==> src/rtl/pipe_ctrl_pkg.sv <==
// Shared constants for the pipeline sequencing controller: state encodings,
// the "no load" mode value and register-address width.
package pipe_ctrl_pkg;

    localparam int XLEN_WIDTH = 32;
    localparam int REG_ADDR_W = 5;

    localparam logic [1:0] PIPE_ST_RUN       = 2'd0;
    localparam logic [1:0] PIPE_ST_JUMP_WAIT = 2'd1;
    localparam logic [1:0] PIPE_ST_LOAD_WAIT = 2'd2;

    localparam logic [2:0] LOAD_MODE_NONE = 3'b111;

    // True when the EX stage is issuing a load this cycle.
    function automatic logic is_load_issue(input logic [2:0] mode);
        return mode != LOAD_MODE_NONE;
    endfunction

endpackage

==> src/rtl/pipe_ctrl_hazard_cmp.sv <==
// Register-dependency comparator: flags an ID source that reads the
// destination of the outstanding load. Writes to x0 never create a hazard.
module pipe_ctrl_hazard_cmp
    import pipe_ctrl_pkg::*;
(
    input  logic [REG_ADDR_W-1:0] rs1,
    input  logic [REG_ADDR_W-1:0] rs2,
    input  logic                  rs1_used,
    input  logic                  rs2_used,
    input  logic [REG_ADDR_W-1:0] rd,
    output logic                  hit
);

    // Match either used source against a non-zero destination.
    always_comb begin
        hit = (rd != '0) && ((rs1_used && (rs1 == rd)) || (rs2_used && (rs2 == rd)));
    end

endmodule

==> src/rtl/pipe_ctrl.sv <==
// Pipeline sequencing controller for the 4-stage core (IF, ID, EX, MEM).
// Sole owner of PC redirect, IF/ID hold/flush, ID/EX bubble and the pause
// watchdog. Optional performance counters are enabled by defining
// PIPE_CTRL_PERF_EN (adds stall_cycles and flush_count outputs).
module pipe_ctrl
    import pipe_ctrl_pkg::*;
#(
    parameter int XLEN          = XLEN_WIDTH,
    parameter int JUMP_WAIT_MAX = 8,
    parameter int CNT_W         = 4
) (
    input  logic                  clk,
    input  logic                  rst,
    input  logic                  ex_pc_jump,
    input  logic [XLEN-1:0]       ex_pc_jump_addr,
    input  logic                  ex_flush,
    input  logic                  ex_unpause,
    input  logic [2:0]            ex_load_mode,
    input  logic [REG_ADDR_W-1:0] ex_load_rd,
    input  logic                  mem_load_done,
    input  logic                  id_pause_req,
    input  logic [REG_ADDR_W-1:0] id_rs1,
    input  logic [REG_ADDR_W-1:0] id_rs2,
    input  logic                  id_rs1_used,
    input  logic                  id_rs2_used,
    input  logic                  id_is_mem,
    output logic                  pc_set,
    output logic [XLEN-1:0]       pc_set_addr,
    output logic                  pc_hold,
    output logic                  if_id_hold,
    output logic                  if_id_flush,
    output logic                  id_ex_bubble,
    output logic                  wd_err
`ifdef PIPE_CTRL_PERF_EN
    ,
    output logic [31:0]           stall_cycles,
    output logic [31:0]           flush_count
`endif
);

    logic [1:0]            state;
    logic [1:0]            state_nxt;
    logic [CNT_W-1:0]      cnt;
    logic [CNT_W-1:0]      cnt_nxt;
    logic [REG_ADDR_W-1:0] pend_rd;
    logic [REG_ADDR_W-1:0] pend_rd_nxt;
    logic                  wd_err_nxt;

    logic redirect;
    logic load_issue;
    logic reg_hazard;
    logic hazard;
    logic wd_fire;

    pipe_ctrl_hazard_cmp u_hazard_cmp (
        .rs1      (id_rs1),
        .rs2      (id_rs2),
        .rs1_used (id_rs1_used),
        .rs2_used (id_rs2_used),
        .rd       (pend_rd),
        .hit      (reg_hazard)
    );

    // Decode the events that drive every decision this cycle.
    always_comb begin
        redirect   = ex_pc_jump | ex_flush;
        load_issue = is_load_issue(ex_load_mode);
        hazard     = reg_hazard | id_is_mem;
        wd_fire    = (state == PIPE_ST_JUMP_WAIT) && !redirect && !ex_unpause &&
                     (cnt == CNT_W'(JUMP_WAIT_MAX));
    end

    // Control outputs: redirect beats the watchdog, which beats load hazards and pauses.
    always_comb begin
        pc_set       = 1'b0;
        pc_set_addr  = '0;
        pc_hold      = 1'b0;
        if_id_hold   = 1'b0;
        if_id_flush  = 1'b0;
        id_ex_bubble = 1'b0;
        if (!rst) begin
            pc_set      = ex_pc_jump;
            pc_set_addr = ex_pc_jump ? ex_pc_jump_addr : '0;
            if (redirect) begin
                if_id_flush  = 1'b1;
                id_ex_bubble = 1'b1;
            end else begin
                case (state)
                    PIPE_ST_RUN: begin
                        if (!load_issue && id_pause_req) begin
                            pc_hold    = 1'b1;
                            if_id_hold = 1'b1;
                        end
                    end
                    PIPE_ST_JUMP_WAIT: begin
                        if (!wd_fire) begin
                            pc_hold    = 1'b1;
                            if_id_hold = 1'b1;
                        end
                    end
                    PIPE_ST_LOAD_WAIT: begin
                        if (hazard && !mem_load_done) begin
                            pc_hold      = 1'b1;
                            if_id_hold   = 1'b1;
                            id_ex_bubble = 1'b1;
                        end
                    end
                    default: begin
                        pc_hold = 1'b0;
                    end
                endcase
            end
        end
    end

    // Next-state logic for the sequencing FSM, pause counter and pending load.
    always_comb begin
        state_nxt   = state;
        cnt_nxt     = cnt;
        pend_rd_nxt = pend_rd;
        wd_err_nxt  = wd_err;
        case (state)
            PIPE_ST_RUN: begin
                if (load_issue) begin
                    state_nxt   = PIPE_ST_LOAD_WAIT;
                    pend_rd_nxt = ex_load_rd;
                end else if (!redirect && id_pause_req) begin
                    state_nxt = PIPE_ST_JUMP_WAIT;
                    cnt_nxt   = '0;
                end
            end
            PIPE_ST_JUMP_WAIT: begin
                if (redirect || ex_unpause) begin
                    state_nxt = PIPE_ST_RUN;
                end else if (wd_fire) begin
                    state_nxt  = PIPE_ST_RUN;
                    wd_err_nxt = 1'b1;
                end else begin
                    cnt_nxt = cnt + CNT_W'(1);
                end
            end
            PIPE_ST_LOAD_WAIT: begin
                if (mem_load_done) begin
                    if (load_issue) begin
                        pend_rd_nxt = ex_load_rd;
                    end else begin
                        state_nxt = PIPE_ST_RUN;
                    end
                end
            end
            default: begin
                state_nxt = PIPE_ST_RUN;
            end
        endcase
    end

    // Register the FSM; reset discards any pending load or pause.
    always_ff @(posedge clk) begin
        if (rst) begin
            state   <= PIPE_ST_RUN;
            cnt     <= '0;
            pend_rd <= '0;
            wd_err  <= 1'b0;
        end else begin
            state   <= state_nxt;
            cnt     <= cnt_nxt;
            pend_rd <= pend_rd_nxt;
            wd_err  <= wd_err_nxt;
        end
    end

`ifdef PIPE_CTRL_PERF_EN
    // Free-running wrap-around counters of stalled and flushed cycles.
    always_ff @(posedge clk) begin
        if (rst) begin
            stall_cycles <= '0;
            flush_count  <= '0;
        end else begin
            if (pc_hold) begin
                stall_cycles <= stall_cycles + 32'd1;
            end
            if (if_id_flush) begin
                flush_count <= flush_count + 32'd1;
            end
        end
    end
`endif

endmodule

==> config.mk <==
export PLATFORM = sky130hd
export DESIGN_NAME = pipe_ctrl
export DESIGN_NICKNAME = d
export VERILOG_FILES = /design/src/rtl/pipe_ctrl_pkg.sv /design/src/rtl/pipe_ctrl_hazard_cmp.sv /design/src/rtl/pipe_ctrl.sv
export SDC_FILE = /design/constraint.sdc
export NUM_CORES = 1
export LEC_CHECK = 0
export BUFFER_PORTS_ARGS = -buffer_cell sky130_fd_sc_hd__buf_2
export CORE_UTILIZATION = 39
export CTS_CLUSTER_DIAMETER = 100
export DETAILED_ROUTE_END_ITERATION = 16
export GPL_TIMING_DRIVEN = 0
export PLACE_DENSITY = 0.85
export SLEW_MARGIN = 20
export SYNTH_ARGS = -nofsm -noshare
export SYNTH_HDL_FRONTEND = slang
export SYNTH_SLANG_ARGS = --single-unit
==> constraint.sdc <==
create_clock -name clk -period 5.6 [get_ports clk]
set_clock_uncertainty 0.15 [all_clocks]
set_input_delay 0.56 -clock clk [delete_from_list [all_inputs] [get_ports clk]]
set_output_delay 0.56 -clock clk [all_outputs]
set_load 0.03 [all_outputs]
==> results of run 1 <==
## synthesized netlist by cell type (2+ instances only)
library cell and instances:
and2_1 33, nor2_1 15, dfxtp_1 12, xnor2_1 10
a21oi_1 7, mux2i_1 6, nand2_1 6, clkbuf_1 4
inv_1 4, a211oi_1 3, a31oi_1 3, nor3_1 3
buf_4 2, ha_1 2, nand3_1 2, nand4_1 2
## metrics by stage
| step | utilization, % | area (µm²) | setup slack (ns) | hold WS, ns |
|---|---|---|---|---|
| 3_3_place_gp | 62.3 | 1540 | 3.09 | 0.297 |
| 2_1_floorplan | - | 1020 | 3.00 | 0.273 |
| 6_report | 63.7 | 1580 | 2.87 | 0.320 |
| 3_5_place_dp | 62.3 | 1540 | 3.11 | 0.306 |
| 4_1_cts | 63.7 | 1580 | 2.85 | 0.321 |
| 5_1_grt | 63.7 | 1580 | 2.76 | 0.344 |
## cell families (layout without fill, tap and decap cells)
logic type | count (synthesis) | count (layout) | share of synthesized area [%]
and+or+nand+nor | 73 | 73 | 40.7
AOI/OAI and AO/OA | 18 | 18 | 13.9
DFF | 12 | 12 | 23.6
buffers and inverters | 11 | 112 | 4.91
xor gates and xnor gates | 10 | 10 | 8.59
muxes | 6 | 6 | 5.89
adders and majority gates | 2 | 2 | 2.45
## where the power goes
group | switching [µW] | internal, µW | total, µW
sequential | 4.73 | 88.7 | 93.5
clock | 30.2 | 39.6 | 69.8
combinational | 49.6 | 41.7 | 91.3
total | 84.5 | 170 | 255
## layout by cell type, fill, tap and decap left out
master     instances
ha_1               2
and3_1             1
or4_1              1
buf_4              2
inv_1              4
nor2_2             1
a221oi_1           1
nor2b_2            1
a21oi_1            7
a211oi_1           3
mux2i_1            6
clkbuf_1           4
nor2b_1            1
nand3_1            2
a31oi_1            3
clkbuf_8           1
nand2_1            6
or2_4              1
nor3b_1            1
o31ai_2            1
a2111oi_4          1
nand2b_1           1
dfxtp_1           12
nor3_1             3
buf_2             98
nand4b_1           1
a41oi_1            1
nand4_1            2
nor4_1             1
nand2b_4           1
clkbuf_4           3
or3_1              1
o21bai_1           1
and2_1            33
nor2_1            15
xnor2_1           10
## area by class of cell
type                       instances  area (µm²)  share of cell area (%)
sequential                        12         240                    15.2
timing repair buffer              97         485                    30.7
buffer                             7        35.0                    2.22
tap                               30        37.5                    2.38
inverter                           4        15.0                   0.951
multi-input combinational        109         729                    46.2
clock buffer                       4        36.3                    2.30
## registers in the layout, indices dropped and copies added (netlist names)
| register | count |
|---|---|
| wd_err | 1 |
| cnt | 4 |
| state | 2 |
| pend_rd | 5 |
## per-layer routing
| metal | vias up | global-route usage, % | wire [µm] |
|---|---|---|---|
| met5 | - | 0 | 0 |
| met4 | 0 | 5.26 | 23 |
| met3 | 5 | 6.90 | 155 |
| met2 | 33 | 31.4 | 1300 |
| met1 | 541 | 27.2 | 1330 |
| li1 | 645 | - | - |
## critical path, cell delays in order, from the launching register on
cell	delay, ns
dfxtp_1	0.35
or4_1	0.54
nor2_2	0.11
nor3_1	0.07
o31ai_2	0.24
a21oi_1	0.13
buf_4	0.14
buf_2	0.16
## worst min path at each step
stage / from / to / slack, ns / cells past startpoint
floorplan: cnt[3]$_SDFFE_PP0P_ / cnt[3]$_SDFFE_PP0P_ / 0.27 / 1
global placement: cnt[3]$_SDFFE_PP0P_ / cnt[3]$_SDFFE_PP0P_ / 0.30 / 1
detailed placement: cnt[3]$_SDFFE_PP0P_ / cnt[3]$_SDFFE_PP0P_ / 0.31 / 1
CTS: cnt[3]$_SDFFE_PP0P_ / cnt[3]$_SDFFE_PP0P_ / 0.32 / 1
global route: wd_err$_SDFFE_PP0P_ / wd_err$_SDFFE_PP0P_ / 0.34 / 2
finish: cnt[3]$_SDFFE_PP0P_ / cnt[3]$_SDFFE_PP0P_ / 0.32 / 1
==> summary.md, run 1 <==
| Metric | Value |
|---|---|
| Effective utilization at floorplan | 41.2% |
| Gpl congestion | 0.869 |
| Worst EP arrival | 2.02 ns |
| Die span in x | 53.1 µm |
| Cell count after synthesis | 132 |
| Unrepaired setup endpoints after global routing | false |
| Vias | 1224 |
| CTS root buf | clkbuf_4 |
| Leakage dissipation | 0.000833 µW |
| First-pass GRT wire length | 4250 µm |
| Site row count | 18 |
| DRC errors left | 0 |
| Register clock-pin slew on the reported worst setup and hold paths | 0.08 ns |
| IO Pins | 98 |
| CTS Buf Count | 3 |
| Final setup fails | 0 |
| I/O Buffers | 97 |
| Number of synthesized flops with an enable pin | 0 |
| GR Util All Layers | 20.5% |
| Post-layout power | 255 µW |
| Layout cells sized above 1 | 47.2% |
| Routed WL | 2810 µm |
| Filler cell count in the final layout | 231 |
| Clk_lat worst skew | 0.28 ns |
| Die ar. | 2820 µm² |
| Reg2Reg Depth | 6 |
| Crit path max fanout | 4 |
| Area share of the largest cell type after synthesis | 23.6% |
| Area leader, netlist | dfxtp_1 |
| Worst setup path start | pend_rd[1]$_SDFFE_PP0P_ |
| # resized after CTS | 0 |
| Worst-margin pin slew | 0.438 ns |
| Synth unique cells | 34 |
| Slew HR | 70.5% |
| Run status | completed |
| Worst endpoint required time | 4.89 ns |
| RR Endpoint | cnt[0]$_SDFFE_PP0P_ |
| ANT cells | 0 |
| # hold bufs at CTS | 0 |
| Core area | 2480 µm² |
| Vias in the first global route | 1010 |
| Inst Count DP | 259 |
| Reg-to-Reg Start | cnt[0]$_SDFFE_PP0P_ |
| Top_reg_cell synth | dfxtp_1 |
| Syn-to-layout area delta | 54.8% |
| CTS Sinks | 12 |
| Layout Nets | 296 |
| Clk buf depth | 2 |
| CP endpoint | pc_hold |
| Final hold violation count | 0 |
| Register area share after synthesis | 23.6% |
| Vias per inst | 4.65 |
| Post-Syn Area | 1020 µm² |
| Pins Over Slew Limit | 0 |
| Final period utilization | 48.8% |
| CP startpoint kind | flip-flop |
| Crit end category | output pin |
| Peak Freq | 366 MHz |
| Flop-to-flop setup slack | 3.76 ns |
| H-tree levels | 1 |
| Die Y | 53.1 µm |
| Hpwl dp | 2400 µm |
| PwrDens | 161 nW/µm² |
| Tmin final | 2.73 ns |
| Syn_nets | 194 |
| Initial DRC count | 13 |
| Largest net degree at the start of global routing | 11 |
| Max-cap viol count | 0 |
| Top cells by area, synth | dfxtp_1 (24%), and2_1 (20%), xnor2_1 (8.6%) |
| CTS tree | done |
| Post-CTS setup buffer count | 0 |
| Initial antenna violation count | 0 |
| Sum Neg Setup Slack | 0 ns |
| YS warnings | 0 |
| Critical path class | reg -> out |
| Final cell count without fillers | 263 |
| First-pass iteration count of the detailed router | 4 |
| Detail Route Antenna Nets | 0 |
| VDD IR-drop max | 0.000131 V |
| Synthesized flop and latch total | 12 |
| Share of async-settable or async-resettable flops after synthesis | 0% |
| Min-Delay Path Class | reg -> reg |
| Total congestion overflow | 0 |
| Wire length per cell | 10.7 µm |
| Syn avg cell area | 7.73 µm² |
Note: power is estimated with default switching activity, not from simulation.
==> inputs of run 2 (changes only) <==
- ABC_AREA: default -> 1
- CORE_UTILIZATION: 39 -> 34
- PLACE_DENSITY: 0.85 -> 0.76
- clock period: 5.6 -> 2.5 ns (I/O delays scaled with it)
==> run 2 against run 1 <==
Via count rose by 27%; worst hold slack got worse by 0.22 ns; die area rose by 27%; non-clock buffer count rose by 1; utilization fell by 9.5 points; count of clock-buffer cells in the layout fell by 1; sequential share of layout area fell by 1.1 points; power rose by 120%; critical endpoint unchanged; largest cell class unchanged; largest power group is now combinational cells; highest routed layer unchanged.
==> summary.md, run 2 <==
| Metric | Value |
|---|---|
| Run status | completed |
| Most used cell, CP | inv_1 |
| CTS Sinks | 12 (unchanged) |
| Leakage dissipation | 0.00104 µW (+24%) |
| Detail Route Antenna Nets | 0 (unchanged) |
| Share of async-settable or async-resettable flops after synthesis | 0% (unchanged) |
| Largest registers | pend_rd (5), cnt (4), state (2) |
| Largest family of logic cells by synthesized area | simple AND/OR/NAND/NOR gates |
| Final setup fails | 0 (unchanged) |
| Compound-Gate Fraction of Synth Area | 10.6% (-3.3 points) |
| I/O Buffers | 95 (-2.1%) |
| Synth cell count leaders | nand2_1 (77), nor2_1 (52), inv_1 (22), a21oi_1 (12), dfxtp_1 (12) |
| Top cells by area, synth | nand2_1 (25%), dfxtp_1 (21%), nor2_1 (17%) |
| First-pass iteration count of the detailed router | 4 (unchanged) |
| Register area share after synthesis | 21.0% (-2.6 points) |
| VDD IR-drop max | 0.000138 V (+4.7%) |
| PwrDens | 336 nW/µm² (+110%) |
| Pins Over Slew Limit | 0 (unchanged) |
| Site row count | 20 (+2) |
| Sum Neg Setup Slack | 0 ns (unchanged) |
| CP max stage cell | dfxtp_1 |
| # hold bufs at CTS | 0 (unchanged) |
| Final period utilization | 91.3% |
| Gpl congestion | 0.756 (-13%) |
| Area leader, netlist | nand2_1 |
| Tmin final | 2.28 ns |
| Detail Route met2 WL | 1520 µm (+17%) |
| HP Start | ex_load_rd[4] |
| Largest net degree at the start of global routing | 11 (unchanged) |
| Final hold violation count | 0 (unchanged) |
| Cell count after synthesis | 221 (+67%) |
| Initial antenna violation count | 0 (unchanged) |
| Filler cell count in the final layout | 340 (+47%) |
| Die ar. | 3600 µm² (+27%) |
| WL met3 | 235 µm (+52%) |
| Peak Freq | 438 MHz |
| Critical-path cell list | inv_1 > ha_1 > nand3_1 > nor2_1 > nand2_1 > inv_1 > o21ai_1 > inv_1 > a21oi_1 > buf_4 > buf_2 |
| # resized after CTS | 0 (unchanged) |
| Delay of the slowest critical-path stage | 0.39 ns (-0.15 ns) |
| GR Util All Layers | 17.4% (-3.1 points) |
| Layout cells sized above 1 | 35.4% (-12 points) |
| Worst setup slack after placement | 0.517 ns (-2.59 ns) |
| Commonest cells after routing, fill and taps aside | buf_2 (95), nand2_1 (77), nor2_1 (52) |
| YS warnings | 0 (unchanged) |
| Post-Synth XOR/XNOR Area | 0.766% (-7.8 points) |
| Worst endpoint required time | 2.10 ns (-2.79 ns) |
| Synth Area in Simple Gates | 51.6% (+11 points) |
| Die span in x | 60.0 µm (+13%) |
| Area share of the largest cell type after synthesis | 25.3% (+1.7 points) |
| ANT cells | 0 (unchanged) |
| Syn_nets | 283 (+46%) |
| CTS root buf | clkbuf_4 |
| Core area | 3130 µm² (+26%) |
| Slew HR | 71.3% (+0.75 points) |
| Commonest non-fill, non-tap cell in the layout | buf_2 |
| Initial DRC count | 49 (+36) |
| Top_reg_cell synth | dfxtp_1 |
| Worst EP arrival | 1.88 ns (-0.14 ns) |
| Crit path max fanout | 4 (unchanged) |
| Post-CTS setup buffer count | 0 (unchanged) |
| Synthesized flop and latch total | 12 (unchanged) |
| Register clock-pin slew on the reported worst setup and hold paths | 0.07 ns (about the same) |
| Multiplexer share of the synthesized area | 0% (-5.9 points) |
| CP startpoint kind | flip-flop |
| Layout Nets | 383 (+29%) |
| Reg-to-Reg Start | cnt[0]$_SDFFE_PP0P_ |
| Syn-to-layout area delta | 48.4% |
| H-tree levels | 1 (unchanged) |
| First-pass GRT wire length | 4850 µm (+14%) |
| Worst setup path start | cnt[0]$_SDFFE_PP0P_ |
| Final Util | 54.2% (-9.5 points) |
| Unrepaired setup endpoints after global routing | false |
| DRC errors left | 0 (unchanged) |
| Vias per inst | 4.29 (-7.8%) |
| Wire length per cell | 8.63 µm (-19%) |
| Hpwl dp | 2660 µm (+11%) |
| Total congestion overflow | 0 (unchanged) |
| CTS tree | done |
| DR top layer | met4 |
| Max-cap viol count | 0 (unchanged) |
| Min-Delay Path Class | in -> reg |
| Effective utilization at floorplan | 36.6% (-4.6 points) |
| Crit end category | output pin |
| Critical path class | reg -> out |
| Die Y | 60.0 µm (+13%) |
| Vias in the first global route | 1245 (+23%) |
| IO Pins | 98 (unchanged) |
| Metal-1 WL | 1360 µm (+2.2%) |
| Clk_lat worst skew | 0.27 ns (about the same) |
| Biggest register | pend_rd |
| Number of synthesized flops with an enable pin | 0 (unchanged) |
| Routed WL | 3130 µm (+11%) |
| Clk buf depth | 2 (unchanged) |
| Synth unique cells | 22 (-35%) |
| Syn avg cell area | 5.17 µm² (-33%) |
| Worst-margin pin slew | 0.431 ns (-0.00719 ns) |
| Post-Syn Area | 1140 µm² (+12%) |
| Largest register FFs | 5 (unchanged) |
| Setup ws final | 0.218 ns (-2.65 ns) |
| CTS Buf Count | 3 (unchanged) |
| Vias | 1558 (+27%) |
| Synth Area in Adders | 2.19% (-0.27 points) |
| Post-layout power | 571 µW (+120%) |
| Top-count cell post-synth | nand2_1 |
## run 2: cell types whose count changed after synthesis, moves of 6 or more
cell / delta
nand2_1: +71
nor2_1: +37
and2_1: -33
inv_1: +18
xnor2_1: -10
inv_2: +7
mux2i_1: -6
nand3_1: +6
## run 2: stage by stage
step | instance area (µm²) | hold WS, ns | instances
after detailed placement | 1670 | 0.309 | 360
after global routing | 1700 | 0.119 | 363
final | 1700 | 0.0967 | 363
after floorplan | 1140 | 0.275 | 221
after global placement | 1670 | 0.304 | 360
after CTS | 1700 | 0.104 | 363
## run 2: path summary, 6_finish.rpt
check                            endpoint  slack [ns]  depth (start not counted)
setup / recovery                  pc_hold        0.22                         11
hold / removal    pend_rd[4]$_SDFFE_PP0P_         0.1                          3
hold reg to reg       wd_err$_SDFFE_PP0P_        0.32                          2
setup reg to reg      cnt[1]$_SDFFE_PP0P_        0.85                         10
## run 2: per-layer routing
layer / track usage [%] / up-vias
li1: - / 863
met1: 20.6 / 621
met2: 33.2 / 72
met3: 1.30 / 2
met4: 4.98 / 0
met5: 0 / -
## run 2: kinds of logic after synthesis
group,Yosys count
simple gates,144
buf+inv,39
compound gates,23
flops,12
fa+ha+maj,2
xor+xnor,1
## run 2: worst max-delay path: cells and delay by family, from the launching register on
kind | cells | cell delay (ns)
buf+inv | 5 | 0.52
flops | 1 | 0.39
compound gates | 2 | 0.30
fa+ha+maj | 1 | 0.20
simple gates | 3 | 0.20
## run 2: area by class of cell
| class | instances | area (µm²) | area share, % |
|---|---|---|---|
| clock buffer | 3 | 22.5 | 1.33 |
| multi-input combinational | 170 | 746 | 44.0 |
| buffer | 10 | 48.8 | 2.88 |
| timing repair buffer | 95 | 475 | 28.0 |
| inverter | 29 | 109 | 6.42 |
| tap | 44 | 55.1 | 3.24 |
| sequential | 12 | 240 | 14.2 |
## run 2: power by group
group / switching [µW] / leakage [µW] / internal (µW)
sequential: 11.0 / 0.0000985 / 202
clock: 58.0 / 0.0000138 / 55.7
combinational: 153 / 0.000923 / 90.9
total: 222 / 0.00104 / 349
